==> src/rtl/uart_rom_loader_if.sv <==
// ROM download stream from the UART loader to the SMS top-level.
interface uart_rom_loader_if;
   logic       rom_loading;
   logic [7:0] rom_do;
   logic       rom_do_valid;

   modport master (output rom_loading, output rom_do, output rom_do_valid);
   modport slave  (input  rom_loading, input  rom_do, input  rom_do_valid);
endinterface

==> src/rtl/uart_rom_loader.sv <==
// UART cartridge loader: receives a framed, checksummed image over 8N1 serial
// and replays its payload as the ROM download byte stream.
module uart_rom_loader #(
   parameter int unsigned FREQ    = 53_700_000,
   parameter int unsigned BAUD    = 115200,
   parameter int unsigned TIMEOUT = 5_370_000
) (
   input  logic               clk,
   input  logic               reset,
   input  logic               uart_rx,
   uart_rom_loader_if.master  rom,
   output logic               done,
   output logic               error
);

   localparam int unsigned DIV  = FREQ / BAUD;
   localparam int unsigned HALF = DIV / 2;
   localparam int unsigned CW   = $clog2(DIV + 1);
   localparam int unsigned TW   = $clog2(TIMEOUT + 1);

   typedef enum logic [1:0] {RX_IDLE, RX_START, RX_DATA, RX_STOP} rx_state_t;
   typedef enum logic [2:0] {
      F_SYNC0, F_SYNC1, F_LEN0, F_LEN1, F_LEN2, F_DATA, F_CSUM
   } fr_state_t;

   // receiver
   logic          r_rx_meta, r_rx_sync, r_rx_prev;
   rx_state_t     r_rx_state;
   logic [CW-1:0] r_baud_cnt;
   logic [2:0]    r_bit_idx;
   logic [7:0]    r_shift;
   logic [7:0]    r_rx_byte;
   logic          r_rx_stb, r_rx_ferr;

   // frame tracking
   fr_state_t     r_fr_state;
   logic [22:0]   r_len;
   logic [21:0]   r_cnt;
   logic [7:0]    r_sum;
   logic [TW-1:0] r_tmo;

   logic [23:0]   w_len_n;
   logic          w_len_bad;
   logic [22:0]   w_cnt_inc;
   logic          w_last;
   logic          w_timeout;
   logic          w_abort;

   assign w_len_n   = {r_rx_byte, r_len[15:0]};
   assign w_len_bad = (w_len_n == 24'd0) || (w_len_n > 24'h40_0000);
   assign w_cnt_inc = {1'b0, r_cnt} + 23'd1;
   assign w_last    = (w_cnt_inc == r_len);
   assign w_timeout = (r_tmo == TW'(TIMEOUT));
   assign w_abort   = (r_fr_state != F_SYNC0) && (r_rx_ferr || w_timeout);

   // Synchronize the line and deserialize 8N1 bytes, mid-bit sampled.
   always_ff @(posedge clk) begin
      if (reset) begin
         r_rx_meta  <= 1'b1;
         r_rx_sync  <= 1'b1;
         r_rx_prev  <= 1'b1;
         r_rx_state <= RX_IDLE;
         r_baud_cnt <= '0;
         r_bit_idx  <= '0;
         r_shift    <= '0;
         r_rx_byte  <= '0;
         r_rx_stb   <= 1'b0;
         r_rx_ferr  <= 1'b0;
      end else begin
         r_rx_stb  <= 1'b0;
         r_rx_ferr <= 1'b0;
         r_rx_meta <= uart_rx;
         r_rx_sync <= r_rx_meta;
         r_rx_prev <= r_rx_sync;
         case (r_rx_state)
            RX_IDLE: begin
               if (r_rx_prev && !r_rx_sync) begin
                  r_rx_state <= RX_START;
                  r_baud_cnt <= '0;
               end
            end
            RX_START: begin
               if (r_baud_cnt == CW'(HALF - 1)) begin
                  r_baud_cnt <= '0;
                  r_bit_idx  <= '0;
                  // a line already back high was a glitch, not a start bit
                  r_rx_state <= r_rx_sync ? RX_IDLE : RX_DATA;
               end else begin
                  r_baud_cnt <= r_baud_cnt + CW'(1);
               end
            end
            RX_DATA: begin
               if (r_baud_cnt == CW'(DIV - 1)) begin
                  r_baud_cnt <= '0;
                  r_shift    <= {r_rx_sync, r_shift[7:1]};
                  r_bit_idx  <= r_bit_idx + 3'd1;
                  if (r_bit_idx == 3'd7) r_rx_state <= RX_STOP;
               end else begin
                  r_baud_cnt <= r_baud_cnt + CW'(1);
               end
            end
            RX_STOP: begin
               if (r_baud_cnt == CW'(DIV - 1)) begin
                  r_baud_cnt <= '0;
                  r_rx_state <= RX_IDLE;
                  if (r_rx_sync) begin
                     r_rx_stb  <= 1'b1;
                     r_rx_byte <= r_shift;
                  end else begin
                     r_rx_ferr <= 1'b1;
                  end
               end else begin
                  r_baud_cnt <= r_baud_cnt + CW'(1);
               end
            end
            default: r_rx_state <= RX_IDLE;
         endcase
      end
   end

   // Frame parser: sync, length, payload replay, checksum and abort handling.
   always_ff @(posedge clk) begin
      if (reset) begin
         r_fr_state       <= F_SYNC0;
         r_len            <= '0;
         r_cnt            <= '0;
         r_sum            <= '0;
         r_tmo            <= '0;
         rom.rom_loading  <= 1'b0;
         rom.rom_do       <= '0;
         rom.rom_do_valid <= 1'b0;
         done             <= 1'b0;
         error            <= 1'b0;
      end else begin
         rom.rom_do_valid <= 1'b0;
         if (r_fr_state == F_SYNC0 || r_rx_stb) r_tmo <= '0;
         else if (!w_timeout)                  r_tmo <= r_tmo + TW'(1);

         if (w_abort) begin
            // abort outranks a byte arriving in the same cycle
            error           <= 1'b1;
            rom.rom_loading <= 1'b0;
            r_fr_state      <= F_SYNC0;
         end else if (r_rx_stb) begin
            case (r_fr_state)
               F_SYNC0: if (r_rx_byte == 8'hA5) r_fr_state <= F_SYNC1;
               F_SYNC1: begin
                  if (r_rx_byte == 8'h5A) begin
                     r_fr_state <= F_LEN0;
                     done       <= 1'b0;
                     error      <= 1'b0;
                  end else if (r_rx_byte != 8'hA5) begin
                     r_fr_state <= F_SYNC0;
                  end
               end
               F_LEN0: begin
                  r_len[7:0] <= r_rx_byte;
                  r_fr_state <= F_LEN1;
               end
               F_LEN1: begin
                  r_len[15:8] <= r_rx_byte;
                  r_fr_state  <= F_LEN2;
               end
               F_LEN2: begin
                  r_len <= w_len_n[22:0];
                  if (w_len_bad) begin
                     error      <= 1'b1;
                     r_fr_state <= F_SYNC0;
                  end else begin
                     rom.rom_loading <= 1'b1;
                     r_cnt           <= '0;
                     r_sum           <= '0;
                     r_fr_state      <= F_DATA;
                  end
               end
               F_DATA: begin
                  rom.rom_do       <= r_rx_byte;
                  rom.rom_do_valid <= 1'b1;
                  r_sum            <= r_sum + r_rx_byte;
                  r_cnt            <= w_cnt_inc[21:0];
                  if (w_last) r_fr_state <= F_CSUM;
               end
               F_CSUM: begin
                  if (r_sum == r_rx_byte) done  <= 1'b1;
                  else                    error <= 1'b1;
                  rom.rom_loading <= 1'b0;
                  r_fr_state      <= F_SYNC0;
               end
               default: r_fr_state <= F_SYNC0;
            endcase
         end
      end
   end

endmodule
==> src/flat_wrapper.sv <==
// flat-port wrapper written by rule: the top's interface ports become plain ports
module uart_rom_loader_flat 
#(
   parameter int unsigned FREQ    = 53_700_000,
   parameter int unsigned BAUD    = 115200,
   parameter int unsigned TIMEOUT = 5_370_000
)
  (clk, reset, uart_rx, done, error, rom_rom_loading, rom_rom_do, rom_rom_do_valid);
  uart_rom_loader_if rom_i ();
  input  logic clk;
  input  logic reset;
  input  logic uart_rx;
  output logic done;
  output logic error;
  output wire logic [$bits(rom_i.rom_loading)-1:0] rom_rom_loading;
  output wire logic [$bits(rom_i.rom_do)-1:0] rom_rom_do;
  output wire logic [$bits(rom_i.rom_do_valid)-1:0] rom_rom_do_valid;
  assign rom_rom_loading = rom_i.rom_loading;
  assign rom_rom_do = rom_i.rom_do;
  assign rom_rom_do_valid = rom_i.rom_do_valid;
  uart_rom_loader #(.FREQ(FREQ), .BAUD(BAUD), .TIMEOUT(TIMEOUT)) u_core (.clk(clk), .reset(reset), .uart_rx(uart_rx), .rom(rom_i), .done(done), .error(error));
endmodule
==> config.mk <==
export PLATFORM = sky130hd
export DESIGN_NAME = uart_rom_loader_flat
export DESIGN_NICKNAME = d
export VERILOG_FILES = /design/src/rtl/uart_rom_loader_if.sv /design/src/rtl/uart_rom_loader.sv /design/src/flat_wrapper.sv
export SDC_FILE = /design/constraint.sdc
export NUM_CORES = 1
export LEC_CHECK = 0
export ABC_AREA = 1
export BUFFER_PORTS_ARGS = -buffer_cell sky130_fd_sc_hd__buf_2
export CAP_MARGIN = 20
export CORE_ASPECT_RATIO = 0.6
export CORE_MARGIN = 2
export CORE_UTILIZATION = 45
export DETAILED_ROUTE_END_ITERATION = 7
export PLACE_DENSITY = 0.7
export SLEW_MARGIN = 20
export SYNTH_ARGS = -nofsm -noshare
export SYNTH_HDL_FRONTEND = slang
export SYNTH_SLANG_ARGS = --single-unit
==> constraint.sdc <==
create_clock -name clk -period 1.8 [get_ports clk]
set_input_delay 0.54 -clock clk [delete_from_list [all_inputs] [get_ports clk]]
set_output_delay 0.54 -clock clk [all_outputs]
set_load 0.01 [all_outputs]
### Yosys cells after proc, flatten, opt, wreduce, memory -nomap -nowiden

Cells that the tools add are included.

| operators by class | value |
|---|---|
| add/subtract/negate cells | 5 |
| $lt $le $gt $ge | 1 |
| equality and inequality tests | 32 |
| mux-type cells | 37 |
| bitwise operators | 4 |
| reductions and logical operators | 34 |

Operators with widths:

| kind | count |
|---|---|
| $pmux W22 S2 | 1 |
| $mux W9 | 3 |
| $pmux W9 S3 | 1 |
| $gt A24 B23 Y1 const B | 1 |
| $logic_not A24 Y1 | 1 |
| $add A22 B1 Y23 const B | 1 |
| $add A23 B1 Y23 const B | 1 |
| $eq A23 B23 Y1 | 1 |
| $eq A23 B23 Y1 const B | 1 |
| $mux W22 | 1 |
| $mux W3 | 7 |
| $reduce_and A3 Y1 | 7 |
| $pmux W3 S6 | 1 |
| $ne A2 B1 Y1 const B | 8 |
| $pmux W8 S2 | 1 |
| $reduce_and A5 Y1 | 3 |
| $eq A3 B3 Y1 const B | 4 |
| $mux W2 | 6 |
| $mux W1 | 10 |
| $reduce_bool A2 Y1 | 5 |
| $add A9 B1 Y9 const B | 1 |
| $eq A9 B8 Y1 const B | 1 |
| $eq A9 B9 Y1 const B | 1 |
| $ne A3 B1 Y1 const B | 3 |
| other kinds (29) | 43 |

| storage, ports and cells | value |
|---|---|
| flip-flop bits (word level) | 126 |
| output and inout bits | 12 |
| word-level logic and storage cells | 135 |

### Depth between registers and ports, before layout

| logic depth | value |
|---|---|
| word-level depth | 6 |
| mapped depth | 17 |
| depth with buffers taken out | 17 |

### Worst setup path before layout

OpenSTA, ideal clock, no wires.

| timing path | value |
|---|---|
| path type | register to register |
| start | reg u_core.r_cnt[0] |
| end | reg u_core.r_fr_state[0] |
| setup time | 115 ps |
| arrival time | 1773 ps |
| required time | 1685 ps |
| setup slack | -88 ps |
| cell stages (with the launch flop) | 17 |
| clock period less this slack | 1888 ps |
| path through | dfxtp_1 > ha_1 > inv_1 > nor2_1 > nand2_1 > nor2_1 > nand2_1 > nand3_1 > nand2_1 > nor2_1 > nand2_1 > nor2_1 > nand3_1 > nand2_2 > nand3_1 > nand2_1 > nor2_1 |

| on the way | value |
|---|---|
| cells in the longest elaborated chain, start to end | 4 |

Ends and longest elaborated chain:

| what | line | text |
|---|---|---|
| start: declaration | uart_rom_loader.sv:38 | `logic [21:0] r_cnt;` |
| start signal: assignment | uart_rom_loader.sv:180 | `r_cnt <= w_cnt_inc[21:0];` |
| $add A22 B1 Y23 | uart_rom_loader.sv:51 | `assign w_cnt_inc = {1'b0, r_cnt} + 23'd1;` |
| $eq A23 B23 Y1 | uart_rom_loader.sv:52 | `assign w_last = (w_cnt_inc == r_len);` |
| $ne A2 B1 Y1 (no line) | -- |  |
| $reduce_and A4 Y1 (no line) | -- |  |
| end signal: assignment | uart_rom_loader.sv:124 | `r_fr_state <= F_SYNC0;` |
| end signal: assignment | uart_rom_loader.sv:143 | `r_fr_state <= F_SYNC0;` |
| end signal: assignment | uart_rom_loader.sv:146 | `F_SYNC0: if (r_rx_byte == 8'hA5) r_fr_state <= F_SYNC1;` |
| end: declaration | uart_rom_loader.sv:36 | `fr_state_t r_fr_state;` |

No other way between the ends.
A chain may end at the register's enable or synchronous reset.

### Worst setup path in the final report

| timing path | value |
|---|---|
| start | reg u_core.r_cnt[1] |
| end | reg u_core.r_fr_state[0] |

The elaborated chain is that of the path after synthesis.

==> run_results.csv <==
group,metric,value,unit
run_status,outcome,"finished with violations",
run_status,violations,"setup timing",
synthesis,ys_warn_count,0,
setup_path,r2r-end,"u_core.r_fr_state[0]",
setup_path,critical_path_class,"reg2reg",
layout,final_nets,1244,
pwr,total_power,6.63,mW
setup_path,arrival,2.42,ns
pwr,switching_share,28.0,%
setup_path,rr_worst_depth,17,
sta,setup_viol_count_final,76,
sta,period_needed,2.10,ns
pwr,internal_power,4.77,mW
cts,cts_buffer_depth,2,
pwr,p_seq_share,42.2,%
route,wl_met1,11.2,mm
layout,regArea,0.00258,mm^2
placement,dpl.cell_count,1350,
setup_path,cp_max_fo,5,
placement,place_area,0.00835,mm^2
global_route,grt_max_degree,52,
pwr,peakVddDrop,0.643,mV
pwr,p_leak,4.40,nW
layout,final_util,73.6,%
synthesis,synthArstFlopShare,0,%
route,dr.pass1.iters,5,
global_route,grt.total_usage,27.9,%
synthesis,ys.flop_type,"dfxtp_1",
synthesis,yosysUniqueCellTypes,45,
layout,area.growth.synth_to_final,58.6,%
synthesis,synthesis.instances,991,
flow_run,maxCapViolCount,0,
route,drc_errors,0,
placement,gp_congestion,0.937,
floorplan,fp-row-count,34,
route,wl_met3,3.14,mm
setup_path,crit_end,"u_core.r_fr_state[0]",
synthesis,syn_avg_cell_area,6.83,um^2
route,ant_nets,0,
setup_path,startpoint,"u_core.r_cnt[1]",
synthesis,ys_top_cells_by_area,"dfxtp_1 (37%), nand2_1 (13%), a21oi_1 (8.3%)",
floorplan,die_w,162,um
global_route,antenna_found_initial,1,
layout,fin_area,0.0107,mm^2
pwr,combinationalPowerShare,3.8,%
layout,antenna_cells,0,
global_route,gr-total-overflow,0,
floorplan,die-area,0.0161,mm^2
synthesis,synth.net_count,1015,
sta,tightest_slew,0.622,ns
floorplan,io_pins,15,
layout,multi_input_area,0.00469,mm^2
synthesis,synth_top_area_cell,"dfxtp_1",
route,drtIter0Drc,1104,
route,wl_per_cell,18.8,um
sta,rsz0062_at_grt,"yes",
cts,htree_levels,4,
pwr,clockPowerShare,53.9,%
synthesis,yosysTopAreaCellShare,37.3,%
placement,dp_hpwl,14.6,mm
sta,hold_violations,0,
cts,clock-sinks,126,
setup_path,r2r_start,"u_core.r_cnt[1]",
route,wirelength,26.9,mm
route,vias,8156,
placement,preCtsSetupSlack,-0.300,ns
sta,maxClockFrequency,0.476,GHz
floorplan,core-area,0.0146,mm^2
floorplan,start_util,46.4,%
pwr,p_per_area,617,mW/mm^2
setup_path,worstPathRequired,2.12,ns
cts,clk_pin_slew,0.07,ns
min_path,hold_path_class,"in2reg",
cts,tritoncts,"done",
route,routed_via_density,5.70,
layout,drive_above_1_share,44.3,%
sta,setup_tns,-12.71,ns
sta,slew_headroom,58.3,%
sta,whs,0.284,ns
layout,fillCellCount,919,
global_route,grt_pass1_vias,6746,
synthesis,yosysSeqAreaShare,37.3,%
cts,cts_root_buffer,"clkbuf_16",
sta,slew_viol_final,0,
sta,fin_crit_sh,117,%
synthesis,synth-seq-cells,126,
synthesis,synth_area,0.00677,mm^2
sta,clock_skew,0.00961,ns
cts,cts_made_buffers,17,
route,highest_layer,"met5",
setup_path,crit_path_end_kind,"flop",
layout,instances_no_fill,1431,
cts,clock_latency,0.43,ns
route,wl_met2,11.6,mm
pwr,switchingPower,1.85,mW
floorplan,die_y,99.0,um
sta,layout_setup_ws,-0.300,ns
placement,io_buffers,14,
setup_path,start_kind,"flop",
setup_path,regToRegSetupSlack,-0.30,ns
synthesis,synth_edf_count,0,
global_route,grt_pass1_wl,34.8,mm
[cell usage in the layout, fill, tap and decap left out, drive strengths merged, types with 2 or more instances in the layout]
| cell | instances |
|---|---|
| dfxtp | 126 |
| buf | 229 |
| xor2 | 12 |
| nor2 | 90 |
| nor4 | 11 |
| nand3 | 70 |
| a21oi | 117 |
| a211oi | 4 |
| ha | 20 |
| nand4 | 20 |
| o21ai | 72 |
| nand3b | 5 |
| xnor3 | 2 |
| clkbuf | 21 |
| xnor2 | 2 |
| nor3 | 15 |
| or2 | 7 |
| inv | 148 |
| nand2 | 244 |
| clkinv | 7 |
[cells by family (layout without fill, tap and decap cells)]
| logic type | count (synthesis) | in the layout | share of synthesized area, % |
|---|---|---|---|
| DFF | 126 | 126 | 37.3 |
| xor gates and xnor gates | 16 | 16 | 2.48 |
| adders and majority gates | 21 | 21 | 3.99 |
| and+or+nand+nor | 463 | 464 | 31.0 |
| buffers and inverters | 165 | 406 | 9.65 |
| AOI/OAI and AO/OA | 200 | 200 | 15.7 |
[power groups by stage]
stage / combinational, mW / clock [mW] / sequential [mW]
3_5_place_dp: 0.208 / 0 / 2.87
5_1_grt: 0.274 / 3.72 / 2.80
4_1_cts: 0.217 / 3.56 / 2.80
6_report: 0.254 / 3.57 / 2.80
2_1_floorplan: 0.120 / 0 / 2.87
3_3_place_gp: 0.203 / 0 / 2.87
[worst max-delay path, stage by stage (launching register included)]
cell	delay, ns
dfxtp_4	0.41
ha_4	0.16
inv_2	0.05
buf_4	0.13
nand2_4	0.08
nand2_1	0.06
nand2_1	0.09
nand3_2	0.11
nor2_2	0.12
nand3_1	0.07
nor2_1	0.12
nand2_1	0.09
nor2_2	0.11
nand3_2	0.12
nand2_4	0.10
nand3_2	0.06
nand2_1	0.06
nor2_1	0.04
[layout make-up]
class                   instances  area share [%]
clock buffers                  17            3.96
multi-input cells             701            43.6
inverters                     141            5.19
clock inverters                15            1.78
well taps                     198            2.31
repair buffers                233            19.1
flip-flops and latches        126            24.0
[cell usage after synthesis, types with 2 or more instances]
cell type	number
xor2_1	12
a211oi_1	4
clkbuf_1	13
buf_2	6
ha_1	20
nand3b_1	5
nand3_1	69
buf_6	3
nor2_4	5
a21oi_2	4
a21oi_1	112
nand2_1	236
dfxtp_1	126
nor4_4	2
nor4_1	9
xnor3_1	2
nand4_1	19
or2_2	6
nor2_2	4
inv_1	140
nor3_1	14
nand2_2	5
xnor2_1	2
o21ai_0	72
nor2_1	81
[how the worst min path moves through the flow]
stage                     startpoint                to  slack (ns)  cells past startpoint
floorplan           u_core.r_rx_meta  u_core.r_rx_sync        0.39                      1
global placement    u_core.r_rx_meta  u_core.r_rx_sync        0.39                      1
detailed placement  u_core.r_rx_meta  u_core.r_rx_sync        0.40                      1
CTS                          uart_rx  u_core.r_rx_meta        0.28                      2
global route                 uart_rx  u_core.r_rx_meta        0.30                      2
finish                       uart_rx  u_core.r_rx_meta        0.28                      2
[repair_timing]
action | in CTS | in global routing
setup buffers | 17 | 22
hold buffers | 0 | 0
gates cloned | 5 | 6
endpoints found under the setup margin | 73 | 95
pin swaps | 32 | 64
resized for setup | 147 | 219
[registers in the layout, summed over array words and instances, names as in the netlist, 3 cells and up, named ones only]
name and cells:
u_core.r_len 23, u_core.r_tmo 23, u_core.r_cnt 22, u_core.r_baud_cnt 9
u_core.r_rx_byte 8, u_core.r_shift 8, u_core.r_sum 8, u_core.rom.rom_do 8
u_core.r_bit_idx 3, u_core.r_fr_state 3
[routing by layer]
layer	GRT usage (%)	vias to the layer above
met1	41.9	3803
met3	8.42	103
li1	-	3708
met5	0	-
met4	6.33	2
met2	39.0	540
No activity file was read; power rests on OpenSTA's default activity.
